### src/rtl/serial_to_multiple_pkg.sv
// Shared constants and types for the serial-to-multiple packet distributor.
package serial_to_multiple_pkg;

    localparam int DATA_W_DEFAULT = 32;
    localparam int CNT_W_DEFAULT  = 16;
    localparam int N_OUT_DEFAULT  = 2;
    localparam int N_OUT_MAX      = 8;
    localparam int FIFO_DEPTH     = 2;

    typedef enum logic {
        PKT_IDLE = 1'b0,
        PKT_BODY = 1'b1
    } pkt_state_t;

endpackage

### src/rtl/serial_to_multiple_fifo.sv
// Two-entry per-port FIFO; head is presented combinationally from storage.
module s2m_skid_fifo
    import serial_to_multiple_pkg::*;
#(
    parameter int WIDTH = DATA_W_DEFAULT + 1
) (
    input  logic             clock,
    input  logic             reset,
    input  logic [WIDTH-1:0] in_data,
    input  logic             in_valid,
    output logic             in_ready,
    output logic [WIDTH-1:0] out_data,
    output logic             out_valid,
    input  logic             out_ready
);

    localparam int CNT_BITS = $clog2(FIFO_DEPTH + 1);

    logic [WIDTH-1:0]    mem [FIFO_DEPTH];
    logic                wr_ptr;
    logic                rd_ptr;
    logic [CNT_BITS-1:0] count;
    logic                push;
    logic                pop;

    assign in_ready  = (count < CNT_BITS'(FIFO_DEPTH));
    assign out_valid = (count != '0);
    assign out_data  = mem[rd_ptr];
    assign push      = in_valid && in_ready;
    assign pop       = out_valid && out_ready;

    // Storage write; contents need no reset since count gates visibility.
    always_ff @(posedge clock) begin
        if (push) begin
            mem[wr_ptr] <= in_data;
        end
    end

    // Pointer and occupancy tracking; push+pop together leaves count unchanged.
    always_ff @(posedge clock) begin
        if (reset) begin
            wr_ptr <= 1'b0;
            rd_ptr <= 1'b0;
            count  <= '0;
        end else begin
            if (push) begin
                wr_ptr <= ~wr_ptr;
            end
            if (pop) begin
                rd_ptr <= ~rd_ptr;
            end
            case ({push, pop})
                2'b10:   count <= count + CNT_BITS'(1);
                2'b01:   count <= count - CNT_BITS'(1);
                default: count <= count;
            endcase
        end
    end

endmodule

### src/rtl/serial_to_multiple.sv
// Distributes whole input packets round-robin across N_OUT buffered output ports.
module serial_to_multiple
    import serial_to_multiple_pkg::*;
#(
    parameter int DATA_W = DATA_W_DEFAULT,
    parameter int N_OUT  = N_OUT_DEFAULT,
    parameter int CNT_W  = CNT_W_DEFAULT
) (
    input  logic                    clock,
    input  logic                    reset,
    input  logic [DATA_W-1:0]       s_tdata,
    input  logic                    s_tvalid,
    input  logic                    s_tlast,
    output logic                    s_tready,
    output logic [N_OUT*DATA_W-1:0] m_tdata,
    output logic [N_OUT-1:0]        m_tvalid,
    output logic [N_OUT-1:0]        m_tlast,
    input  logic [N_OUT-1:0]        m_tready,
    output logic [N_OUT-1:0]        axis_block,
    output logic                    idle,
    output logic [CNT_W-1:0]        pkt_count
);

    localparam int SEL_W = $clog2(N_OUT_MAX);

    logic [SEL_W-1:0] sel;
    pkt_state_t       state;
    pkt_state_t       state_next;
    logic [N_OUT-1:0] fifo_ready;
    logic [N_OUT-1:0] push_req;
    logic             accept;
    logic [DATA_W:0]  fifo_head [N_OUT];

    // Input readiness and push steering follow only the selected port.
    always_comb begin
        s_tready = 1'b0;
        push_req = '0;
        for (int unsigned k = 0; k < N_OUT; k++) begin
            if (sel == SEL_W'(k)) begin
                s_tready    = fifo_ready[k];
                push_req[k] = s_tvalid;
            end
        end
    end

    assign accept = s_tvalid && s_tready;

    for (genvar k = 0; k < N_OUT; k++) begin : g_port
        s2m_skid_fifo #(
            .WIDTH (DATA_W + 1)
        ) u_fifo (
            .clock     (clock),
            .reset     (reset),
            .in_data   ({s_tlast, s_tdata}),
            .in_valid  (push_req[k]),
            .in_ready  (fifo_ready[k]),
            .out_data  (fifo_head[k]),
            .out_valid (m_tvalid[k]),
            .out_ready (m_tready[k])
        );
        assign m_tdata[k*DATA_W +: DATA_W] = fifo_head[k][DATA_W-1:0];
        assign m_tlast[k]                  = fifo_head[k][DATA_W];
    end

    // Port pointer advances only once a packet's last beat has been taken.
    always_ff @(posedge clock) begin
        if (reset) begin
            sel <= '0;
        end else if (accept && s_tlast) begin
            sel <= (sel == SEL_W'(N_OUT - 1)) ? '0 : sel + SEL_W'(1);
        end
    end

    // Completed-packet counter, wrapping naturally at its width.
    always_ff @(posedge clock) begin
        if (reset) begin
            pkt_count <= '0;
        end else if (accept && s_tlast) begin
            pkt_count <= pkt_count + CNT_W'(1);
        end
    end

    // Registered downstream back-pressure indication per port.
    always_ff @(posedge clock) begin
        if (reset) begin
            axis_block <= '0;
        end else begin
            axis_block <= m_tvalid & ~m_tready;
        end
    end

    // Packet-position state register.
    always_ff @(posedge clock) begin
        if (reset) begin
            state <= PKT_IDLE;
        end else begin
            state <= state_next;
        end
    end

    // Mid-packet tracking: any accepted beat decides by its tlast.
    always_comb begin
        state_next = state;
        if (accept) begin
            state_next = s_tlast ? PKT_IDLE : PKT_BODY;
        end
    end

    assign idle = (state == PKT_IDLE) && (m_tvalid == '0);

endmodule

### config.mk
export PLATFORM = sky130hd
export DESIGN_NAME = serial_to_multiple
export DESIGN_NICKNAME = d
export VERILOG_FILES = /design/src/rtl/serial_to_multiple_pkg.sv /design/src/rtl/serial_to_multiple_fifo.sv /design/src/rtl/serial_to_multiple.sv
export SDC_FILE = /design/constraint.sdc
export NUM_CORES = 1
export LEC_CHECK = 0
export ABC_AREA = 1
export BUFFER_PORTS_ARGS = -buffer_cell sky130_fd_sc_hd__buf_2
export CAP_MARGIN = 20
export CELL_PAD_IN_SITES_DETAIL_PLACEMENT = 0
export CELL_PAD_IN_SITES_GLOBAL_PLACEMENT = 2
export CORE_MARGIN = 2
export CORE_UTILIZATION = 35
export DETAILED_ROUTE_END_ITERATION = 7
export PLACE_DENSITY = 0.86
export SLEW_MARGIN = 30
export SYNTH_ARGS = -nofsm -noshare
export SYNTH_HDL_FRONTEND = slang
export SYNTH_HIERARCHICAL = 1
export SYNTH_SLANG_ARGS = --single-unit
### constraint.sdc
create_clock -name clock -period 2.8 [get_ports clock]
set_input_delay 0 -clock clock [delete_from_list [all_inputs] [get_ports clock]]
set_output_delay 0 -clock clock [all_outputs]
set_load 0.05 [all_outputs]
# Word level (Yosys, flattened, before mapping)
# Memories as Yosys holds them, arrays and structs flattened. A register that Yosys moved wholly into a read port is not among the register bits.
# Cells that the tools add are included.
[totals] regBits=30 latchBits=0 ramBits=132 rom_bits=0 input_bits=38 output_inout_bits=88 mem_count=2
[memory_table] name="g_port[0].u_fifo.mem" depth=2 width=33 rd=1 rd_clocked_by_memory_dff=1 wr=1 line_no="serial_to_multiple_fifo.sv:19" source="logic [WIDTH-1:0] mem [FIFO_DEPTH];"
[memory_table] name="g_port[1].u_fifo.mem" depth=2 width=33 rd=1 rd_clocked_by_memory_dff=1 wr=1 line_no="serial_to_multiple_fifo.sv:19"
[op_classes] addsub=6 multipliers=0 div=0 order_cmp=2 n_eq_ne=5 shifts=0 muxes=16 n_bitwise=7 reduce_logical=13
[ops] operator="$add 16x1->16 const B" count=1
[ops] operator="$mux 1" count=13
[ops] operator="$pmux 2 s2" count=2
[ops] operator="$reduce_bool 2->1" count=4
[ops] operator="$logic_and 1x1->1" count=7
[ops] operator="$not 1->1" count=5
[ops] operator="$add 2x1->2 const B" count=2
[ops] operator="$eq 2x1->1 const B" count=2
[ops] operator="$eq 2x2->1 const B" count=2
[ops] operator="$lt 2x2->1 const B" count=2
[ops] operator="$sub 2x1->2 const B" count=2
[ops] operator="$add 3x1->3 const B" count=1
[ops] operator="$eq 3x1->1 const B" count=1
[ops] operator="$logic_not 3->1" count=1
[ops] operator="$mux 3" count=1
[ops] operator="$and 2x2->2" count=1
[ops] operator="$logic_not 2->1" count=1
[ops] operator="$not 2->2" count=1

# Logic depth before layout (Yosys ltp)
# Gate-level depths: netlist (run 1).
[logic_depth] depth_word=5 ltp_mapped=10 depth_no_buf=10

# Modules after synthesis
# The synthesis (run 1) kept the hierarchy.
[modules_own_cells] module="s2m_skid_fifo" n_inst=2 cells_each=139 area_each_um2=2771.4
[modules_own_cells] module="serial_to_multiple" n_inst=1 cells_each=172 area_each_um2=1142.3

# Least setup slack after synthesis (run 1)
# OpenSTA, ideal clock, no wires.
[synth_path] path_kind="register to register" from="register sel[0]" to="memory g_port[1].u_fifo/mem[1][0] (netlist name), enable pin" setup_ns=0.425 t_arrival_ns=2.248 required_ns=2.375 setup_slack_ns=0.127 path_stages_with_launch=5 synth_period_minus_slack_ns=2.673 cell_sequence="dfxtp_1 -> inv_1 -> nor4_1 -> nand2_1 -> nor2_1"
[synth_via] elab_chain_len=5
[synth_lines] element="start: declaration" line_no="serial_to_multiple.sv:26" source="logic [SEL_W-1:0] sel;"
[synth_lines] element="start signal: assignment" line_no="serial_to_multiple.sv:70" source="sel <= (sel == SEL_W'(N_OUT - 1)) ? '0 : sel + SEL_W'(1);"
[synth_lines] element="$eq 3x1->1" line_no="serial_to_multiple.sv:39" source="if (sel == SEL_W'(k)) begin"
[synth_lines] element="$mux 1" line_no="serial_to_multiple.sv:39"
[synth_lines] element="via push_req[1]" line_no="serial_to_multiple.sv:30" source="logic [N_OUT-1:0] push_req;"
[synth_lines] element="$logic_and 1x1->1" line_no="serial_to_multiple_fifo.sv:29" source="assign push = in_valid && in_ready;"
[synth_lines] element="$mux 1" line_no="serial_to_multiple_fifo.sv:34" source="if (push) begin"
[synth_lines] element="$mux 1 (implied by the code)" line_no="serial_to_multiple_fifo.sv:35" source="mem[wr_ptr] <= in_data;"
[synth_lines] element="end: declaration" line_no="serial_to_multiple_fifo.sv:19"
# The timed path passes the listed nets, and every way through them passes these cells.

# Final worst setup path (run 1)
[layout_path] from="register sel[0]" to="memory g_port[1].u_fifo/mem[0][10] (netlist name), enable pin"
# The elaborated chain is that of the path after synthesis.

==> flow_summary.yaml, run 1 <==
synthesis:
  synth.avg_cell_area_um2: 14.9
  async_flop_share_pct: 0
  synth_warnings: 6
  synth_xor_area_share_pct: 0.393
  synth-seq-cells: 164
  synth-edff-count: 132
  synthMuxAreaShare_pct: 14.5
  syn_inst: 450
  ys_seq_area_share_pct: 68.9
  syn_area_um2: 6690
  ys_types: 25
  synth_top_family_by_area: "multiplexers"
  synth-simple-area-share_pct: 9.11
  synth_fa_ha_area_share_pct: 0.561
  synth_compound_area_share_pct: 2.11
  synth_nets: 491
  synthFlopType: "edfxtp_1"
min_path:
  hold_start: "m_tready[0]"
  hold_class: "input pin to flop"
  min_path_cells: 3
  holdPathEnd: "axis_block[0]"
critical_path:
  rr_endpoint: "g_port[1].u_fifo/mem[0][10]"
  rr_startpoint: "sel[0]"
  worstPathArrival_ns: 2.24
  path_cells: "inv_1 -> nor4_1 -> nand2_1 -> nor2_4 -> buf_4"
  ff2ff_setup_slack_ns: 0.65
  ff2ff_path_depth: 5
  crit_required_ns: 2.89
  path_class: "flop to flop"
  path_delay_family: "simple AND/OR/NAND/NOR gates"
  setup.worst_path.end_class: "flop"
  start_kind: "flop"
  crit_path_top_delay_cell: "nor4_1"
  slowest_delay_ns: 0.40
  cp_num_buf_inv: 2
  cp_max_fo: 24
placement:
  port_buffers: 125
  place_congestion: 0.808
  placed_area_um2: 7520
  dpl.hpwl_um: 9270
  dpl.cell_count: 803
pwr:
  swShare_pct: 32.2
  p_int_mw: 4.70
  finalPower_mw: 6.94
  max-vdd-ir-drop_uv: 454
  power_frac_clock_pct: 32.5
  power.density_nw_per_um2: 819
  pwr-share-comb_pct: 25.1
  seqPwrFrac_pct: 42.4
  power_switching_mw: 2.24
  p_leak_nw: 3.26
finish:
  area_growth_pct: 26.7
  final_cell_mix: "edfxtp_1 (132), buf_2 (125), nand2_1 (62)"
  utilization_pct: 45.3
  fin_cells: 872
  layout_commonest_cell: "edfxtp_1"
  drive_gt1_share_pct: 38.3
  final_area_um2: 8470
  nets: 666
clock_tree:
  numCtsBuffers: 17
  cts_buffer_depth: 2
  clkLatencyLatePin_ns: 0.43
  cts_setup_buffers: 0
  clk_pin_slew_ns: 0.06
  ctsResizeCount: 0
  ctsRootBufferMaster: "clkbuf_16"
  cts_tree: "done"
  htreeDepth: 4
  clkSinkCount: 164
die:
  initial_utilization_pct: 35.7
  core_area_um2: 18700
  fp-row-count: 50
  io_pins: 126
  dieArea_um2: 20200
  die_w_um: 142
  die_h_um: 142
drt:
  vias: 3995
  ant_nets: 0
  wl_um: 13500
  viasPerCell: 4.58
  wire_per_inst_um: 15.5
  drt-pass1-iter-count: 6
  drt-initial-drc-count: 268
  drc: 0
timing:
  period_minus_slack_ns: 2.15
  rsz0062_at_grt: "false"
  setup_viol: 0
  min_period_over_period_pct: 76.7
  hold_viol: 0
  slew_headroom_pct: 63.9
  clock.fmax_mhz: 466
  fin_skew_ns: 0.0132
  worst_pin_slew_ns: 0.541
  setup_tns_ns: 0
  slew_viol_final: 0
global_route:
  grt_pass1_vias: 3951
  grt_pass1_wl_um: 20500
  grt_max_degree: 35
  grt_antenna_before_repair: 1
  grt_util_all_layers_pct: 13.5
  grt-ovfl-total: 0
run_status:
  status: "completed"
run:
  drv_cap: 0
[cell families (layout without fill, tap and decap cells)]
family	Yosys count	count (layout)
flops	164	164
compound gates	27	27
simple gates	142	142
fa+ha+maj	3	3
other cells	0	1
xor+xnor	3	3
buf+inv	45	232
mux	66	66
[worst max path at each step]
| stage | slack [ns] | startpoint | depth (start not counted) | to |
|---|---|---|---|---|
| floorplan | 0.13 | sel[0] | 4 | g_port[1].u_fifo/mem[1][0] |
| global placement | 0.78 | sel[0] | 5 | g_port[1].u_fifo/mem[0][18] |
| detailed placement | 0.69 | sel[0] | 5 | g_port[1].u_fifo/mem[0][18] |
| CTS | 0.68 | sel[0] | 5 | g_port[1].u_fifo/mem[0][7] |
| global route | 0.49 | sel[0] | 5 | g_port[1].u_fifo/mem[0][7] |
| finish | 0.65 | sel[0] | 5 | g_port[1].u_fifo/mem[0][10] |
[area by class of cell]
cell class	instances	area [µm²]
sequential	164	4610
multi-input combinational	241	1810
clock inverter	14	151
timing repair buffer	169	1060
fill	1653	10200
antenna	1	2.50
inverter	32	120
tap	234	293
clock buffer	17	425
[state kept, by name, indices dropped and copies added (netlist names), named ones only]
| name | cells |
|---|---|
| g_port.u_fifo/mem | 132 |
| g_port.u_fifo/count | 4 |
| g_port.u_fifo/wr_ptr | 2 |
| axis_block | 2 |
| sel | 3 |
| state | 1 |
| pkt_count | 16 |
| g_port.u_fifo/rd_ptr | 2 |
[cells in the mapped netlist (4+ instances only)]
cell type	count	share of area, %
inv_1	32	1.8
nand4_1	7	0.66
buf_12	6	1.8
dfxtp_1	32	9.6
a21oi_1	17	1.3
nor3_1	4	0.30
mux2_2	6	1.0
nand3_1	9	0.67
nor2_1	47	2.6
mux2_4	60	13
edfxtp_1	132	59
nor2_2	5	0.47
nand2_1	62	3.5
buf_6	4	0.67
o21ai_0	9	0.67
[power groups by stage]
| stage | clock network [mW] | logic, mW | registers [mW] |
|---|---|---|---|
| floorplan | 0 | 1.42 | 2.97 |
| global placement | 0 | 1.70 | 2.98 |
| detailed placement | 0 | 1.72 | 2.99 |
| CTS | 2.33 | 1.76 | 2.95 |
| global route | 2.44 | 1.84 | 2.96 |
| finish | 2.26 | 1.74 | 2.94 |
[routing by layer]
| layer | wire length [µm] | GRT usage (%) | vias up |
|---|---|---|---|
| met3 | 972 | 3.97 | 14 |
| li1 | - | - | 1944 |
| met5 | 0 | 0 | - |
| met4 | 156 | 4.26 | 0 |
| met2 | 6510 | 22.8 | 136 |
| met1 | 5840 | 16.9 | 1901 |
[worst register-to-register path, stage by stage, from the launching register on]
cell     delay (ns)
dfxtp_1        0.35
inv_1          0.09
nor4_1         0.40
nand2_1        0.25
nor2_4         0.34
buf_4          0.39
[metrics by stage]
step	worst slack [ns]	hold slack, ns
2_1_floorplan	0.127	0.0724
3_3_place_gp	0.776	0.193
3_5_place_dp	0.691	0.194
4_1_cts	0.684	0.270
5_1_grt	0.491	0.305
6_report	0.653	0.292
[what timing repair did]
item / 4_1_cts / 5_1_grt
endpoints found under the hold margin: 147 / 0
hold buffers: 37 / 0
setup endpoints to repair: 0 / 0
Note: power is estimated with default switching activity, not from simulation.
==> run 2, diff against run 1 <==
CORE_UTILIZATION = 38   (was 35)
PLACE_DENSITY = 0.88   (was 0.86)
clock period = 2 ns   (was 2.8 ns; I/O delays follow)
==> flow_summary.yaml, run 2 (synthesized netlist as in run 1, its figures left out) <==
timing:
  fin_skew_ns: 0.00852
  clock.fmax_mhz: 560
  period_minus_slack_ns: 1.79
  min_period_over_period_pct: 89.3
  worst_pin_slew_ns: 0.468
  slew_headroom_pct: 68.7
  hold_viol: 0
  rsz0062_at_grt: "false"
  slew_viol_final: 0
  setup_tns_ns: 0
  setup_viol: 0
critical_path:
  start_kind: "flop"
  cp_max_fo: 4
  crit_required_ns: 2.34
  path_class: "flop to flop"
  worstPathArrival_ns: 2.13
  setup.worst_path.end_class: "flop"
placement:
  port_buffers: 125
  place_congestion: 0.818
  dpl.cell_count: 798
  placed_area_um2: 7590
  dpl.hpwl_um: 9190
clock_tree:
  cts_tree: "done"
  cts_buffer_depth: 2
  clk_pin_slew_ns: 0.06
  cts_setup_buffers: 0
  clkSinkCount: 164
  clkLatencyLatePin_ns: 0.41
  numCtsBuffers: 17
  htreeDepth: 4
  ctsRootBufferMaster: "clkbuf_16"
die:
  io_pins: 126
  fp-row-count: 48
  die_h_um: 137
  die_w_um: 137
  core_area_um2: 17200
  initial_utilization_pct: 38.8
  dieArea_um2: 18700
finish:
  fillCellCount: 1477
  nets: 670
  largest_register_ffs: 132
  drive_gt1_share_pct: 39.3
  antenna_cells: 0
  area_growth_pct: 27.4
  largest_register: "g_port.u_fifo/mem"
  final_area_um2: 8520
  largestRegisters: "g_port.u_fifo/mem (132), pkt_count (16), g_port.u_fifo/count (4)"
  fin_cells: 867
  final_cell_mix: "edfxtp_1 (132), buf_2 (125), nand2_1 (62)"
  layout_commonest_cell: "edfxtp_1"
global_route:
  grt_max_degree: 29
  grt_util_all_layers_pct: 14.6
  grt_pass1_wl_um: 20500
  grt_antenna_before_repair: 0
  grt-ovfl-total: 0
  grt_pass1_vias: 3995
min_path:
  hold_class: "input pin to flop"
drt:
  wire_per_inst_um: 15.2
  drt-pass1-iter-count: 4
  wl_um: 13200
  vias: 3975
  ant_nets: 0
  drc: 0
  viasPerCell: 4.58
  drt-initial-drc-count: 195
run:
  drv_cap: 0
pwr:
  p_leak_nw: 3.29
  max-vdd-ir-drop_uv: 632
  power.density_nw_per_um2: 1120
run_status:
  status: "completed"
[run 2: changes by cell type in the layout (fill, tap and decap cells not counted), sizes merged]
cell | before | now
buf | 132 | 136
clkinv | 2 | 5
bufinv | 2 | 0
clkinvlp | 5 | 3
inv | 37 | 39
diode | 1 | 0
[run 2: cell type report]
cell class / count / area, µm² / share of cell area [%]
sequential: 164 / 4610 / 54.1
multi-input combinational: 241 / 1820 / 21.4
timing repair buffer: 173 / 1140 / 13.4
clock buffer: 17 / 425 / 4.99
tap: 225 / 282 / 3.31
clock inverter: 15 / 123 / 1.44
inverter: 32 / 120 / 1.41
[run 2: report_power, final]
group	switching, mW	internal, mW	total (mW)
Sequential	0.102	3.98	4.08
Clock	1.33	1.62	2.95
Combinational	1.71	0.795	2.50
Total	3.14	6.40	9.53
[run 2: stage by stage]
stage / util (%) / setup slack [ns] / power, mW / hold slack [ns]
floorplan: - / -0.140 / 6.15 / 0.0724
global route: 49.4 / 0.0837 / 9.94 / 0.293
global placement: 44.0 / 0.276 / 6.57 / 0.180
finish: 49.4 / 0.213 / 9.53 / 0.299
detailed placement: 44.0 / 0.183 / 6.63 / 0.185
CTS: 49.4 / 0.165 / 9.66 / 0.276
[run 2: final timing paths]
path | endpoint | slack [ns] | start | cells after the start
worst max-delay path | g_port[0].u_fifo/count[1] | 0.21 | sel[2] | 8
worst min-delay path | axis_block[1] | 0.30 | m_tready[1] | 3
worst max register to register | g_port[0].u_fifo/count[1] | 0.21 | sel[2] | 8
worst min register to register | sel[2] | 0.49 | sel[2] | 2
[run 2: per-layer routing]
| metal | up-vias | wire (µm) | GRT usage (%) | share of wire (%) |
|---|---|---|---|---|
| met5 | - | 0 | 0 | 0 |
| met4 | 0 | 58 | 3.99 | 0.44 |
| met3 | 4 | 875 | 5.19 | 6.6 |
| met2 | 111 | 6580 | 24.8 | 50 |
| met1 | 1906 | 5670 | 17.6 | 43 |
| li1 | 1954 | - | - | - |
[run 2: repair_timing]
item | 4_1_cts | 5_1_grt
gates resized for setup | 0 | 1
hold endpoints to repair | 147 | 0
hold buffers | 37 | 0
setup endpoints to repair | 0 | 2
[run 2: critical path: stages, from the launching register on]
cell and delay (ns):
dfxtp_1 0.35, nor4_1 0.40, nand2_1 0.25, ha_1 0.36
inv_1 0.08, nand2_1 0.05, nor2_1 0.08, nor2_1 0.04
nor2_1 0.11
==> run 3, diff against run 2 <==
==> constraint.sdc (replaced) <==
create_clock -name clock -period 2 [get_ports clock]
set_input_delay 0 -clock clock [delete_from_list [all_inputs] [get_ports clock]]
set_output_delay 0 -clock clock [all_outputs]
set_load 0.02 [all_outputs]
==> flow_summary.yaml, run 3 (synthesized netlist as in run 1, its figures left out) <==
timing:
  fin_skew_ns: 0.00735
  rsz0062_at_grt: "false"
  slew_viol_final: 0
  setup_tns_ns: 0
  hold_viol: 0
  worst_pin_slew_ns: 0.471
  slew_headroom_pct: 68.6
  clock.fmax_mhz: 551
  setup_viol: 0
  period_minus_slack_ns: 1.81
  min_period_over_period_pct: 90.7
  setup_slack_ns: 0.186
drt:
  ant_nets: 0
  drc: 0
  vias: 4056
  drt-pass1-iter-count: 4
  viasPerCell: 4.68
  drt-initial-drc-count: 195
  wire_per_inst_um: 15.6
  wl_um: 13500
global_route:
  grt_pass1_wl_um: 20400
  grt-ovfl-total: 0
  grt_antenna_before_repair: 0
  grt_util_all_layers_pct: 14.7
  grt_pass1_vias: 3909
  grt_max_degree: 26
critical_path:
  path_delay_family: "flip-flops"
  worstPathArrival_ns: 1.81
  crit_required_ns: 2.00
  cp_num_buf_inv: 2
  path_class: "flop to output pin"
  crit_path_top_delay_cell: "dfxtp_2"
  ff2ff_path_depth: 8
  slowest_delay_ns: 0.58
  start_kind: "flop"
  setup.worst_path.end_class: "output pin"
  crit_cells: 3
  cp_max_fo: 25
  path_cells: "buf_12 -> mux2_2 -> buf_2"
finish:
  nets: 670
  fillCellCount: 1447
  antenna_cells: 0
  final_area_um2: 8550
  largest_register: "g_port.u_fifo/mem"
  drive_gt1_share_pct: 38.9
  area_growth_pct: 27.9
  largest_register_ffs: 132
  final_cell_mix: "edfxtp_1 (132), buf_2 (125), nand2_1 (62)"
  layout_commonest_cell: "edfxtp_1"
  largestRegisters: "g_port.u_fifo/mem (132), pkt_count (16), g_port.u_fifo/count (4)"
clock_tree:
  clk_pin_slew_ns: 0.06
  htreeDepth: 4
  cts_tree: "done"
  cts_buffer_depth: 2
  clkSinkCount: 164
  numCtsBuffers: 17
  clkLatencyLatePin_ns: 0.42
  ctsRootBufferMaster: "clkbuf_16"
die:
  fp-row-count: 48
  die_h_um: 137
  core_area_um2: 17200
  io_pins: 126
  dieArea_um2: 18700
  initial_utilization_pct: 38.8
  die_w_um: 137
placement:
  dp_slack_ns: 0.185
  placed_area_um2: 7590
  dpl.hpwl_um: 9150
  place_congestion: 0.803
  port_buffers: 125
pwr:
  p_leak_nw: 3.29
  max-vdd-ir-drop_uv: 605
  power.density_nw_per_um2: 1070
min_path:
  hold_class: "input pin to flop"
  min_path_cells: 3
run:
  drv_cap: 0
run_status:
  status: "completed"
[run 3: timing repair]
action | in CTS | in global routing
endpoints found under the hold margin | 146 | 0
setup endpoints to repair | 0 | 1
buffers inserted | 0 | 0
hold buffers | 37 | 0
gates resized for setup | 0 | 1
[run 3: metal layers]
layer,wire [µm],vias up,global-route usage (%)
li1,-,1956,-
met1,5920,1962,18.1
met2,6520,120,24.1
met3,876,18,4.89
met4,184,0,5.61
met5,0,-,0
[run 3: per-stage QoR]
stage	hold slack (ns)	instances	utilization [%]	total power, mW
3_5_place_dp	0.178	798	44.0	5.99
5_1_grt	0.300	867	49.6	9.48
6_report	0.283	867	49.6	9.11
2_1_floorplan	0.0724	450	-	5.48
3_3_place_gp	0.176	798	44.0	5.94
4_1_cts	0.264	867	49.6	9.21
[run 3: final timing paths]
kind | from | to | slack [ns]
max | flop | m_tdata[21] | 0.19
min | m_tready[0] | axis_block[0] | 0.28
max reg2reg | sel[2] | g_port[0].u_fifo/count[1] | 0.22
min reg2reg | sel[1] | sel[1] | 0.49
[run 3: tightest hold or removal path, cell delays in order]
cell and delay (ns):
dlygate4sd3_1 0.52, buf_2 0.10, nor2_1 0.04
[run 3: report_power, final]
group / internal, mW / total, mW / leakage, nW / switching [mW]
Combinational: 0.794 / 1.85 / 1.55 / 1.06
Sequential: 3.98 / 4.10 / 1.47 / 0.117
Clock: 1.84 / 3.16 / 0.269 / 1.32
[run 3: area by class of cell]
cell class                 count  area, µm²  area share (%)
clock buffer                  17        425            4.98
clock inverter                15        156            1.83
inverter                      32        120            1.40
multi-input combinational    241       1820            21.3
sequential                   164       4610            53.9
tap                          225        282            3.29
timing repair buffer         173       1140            13.3
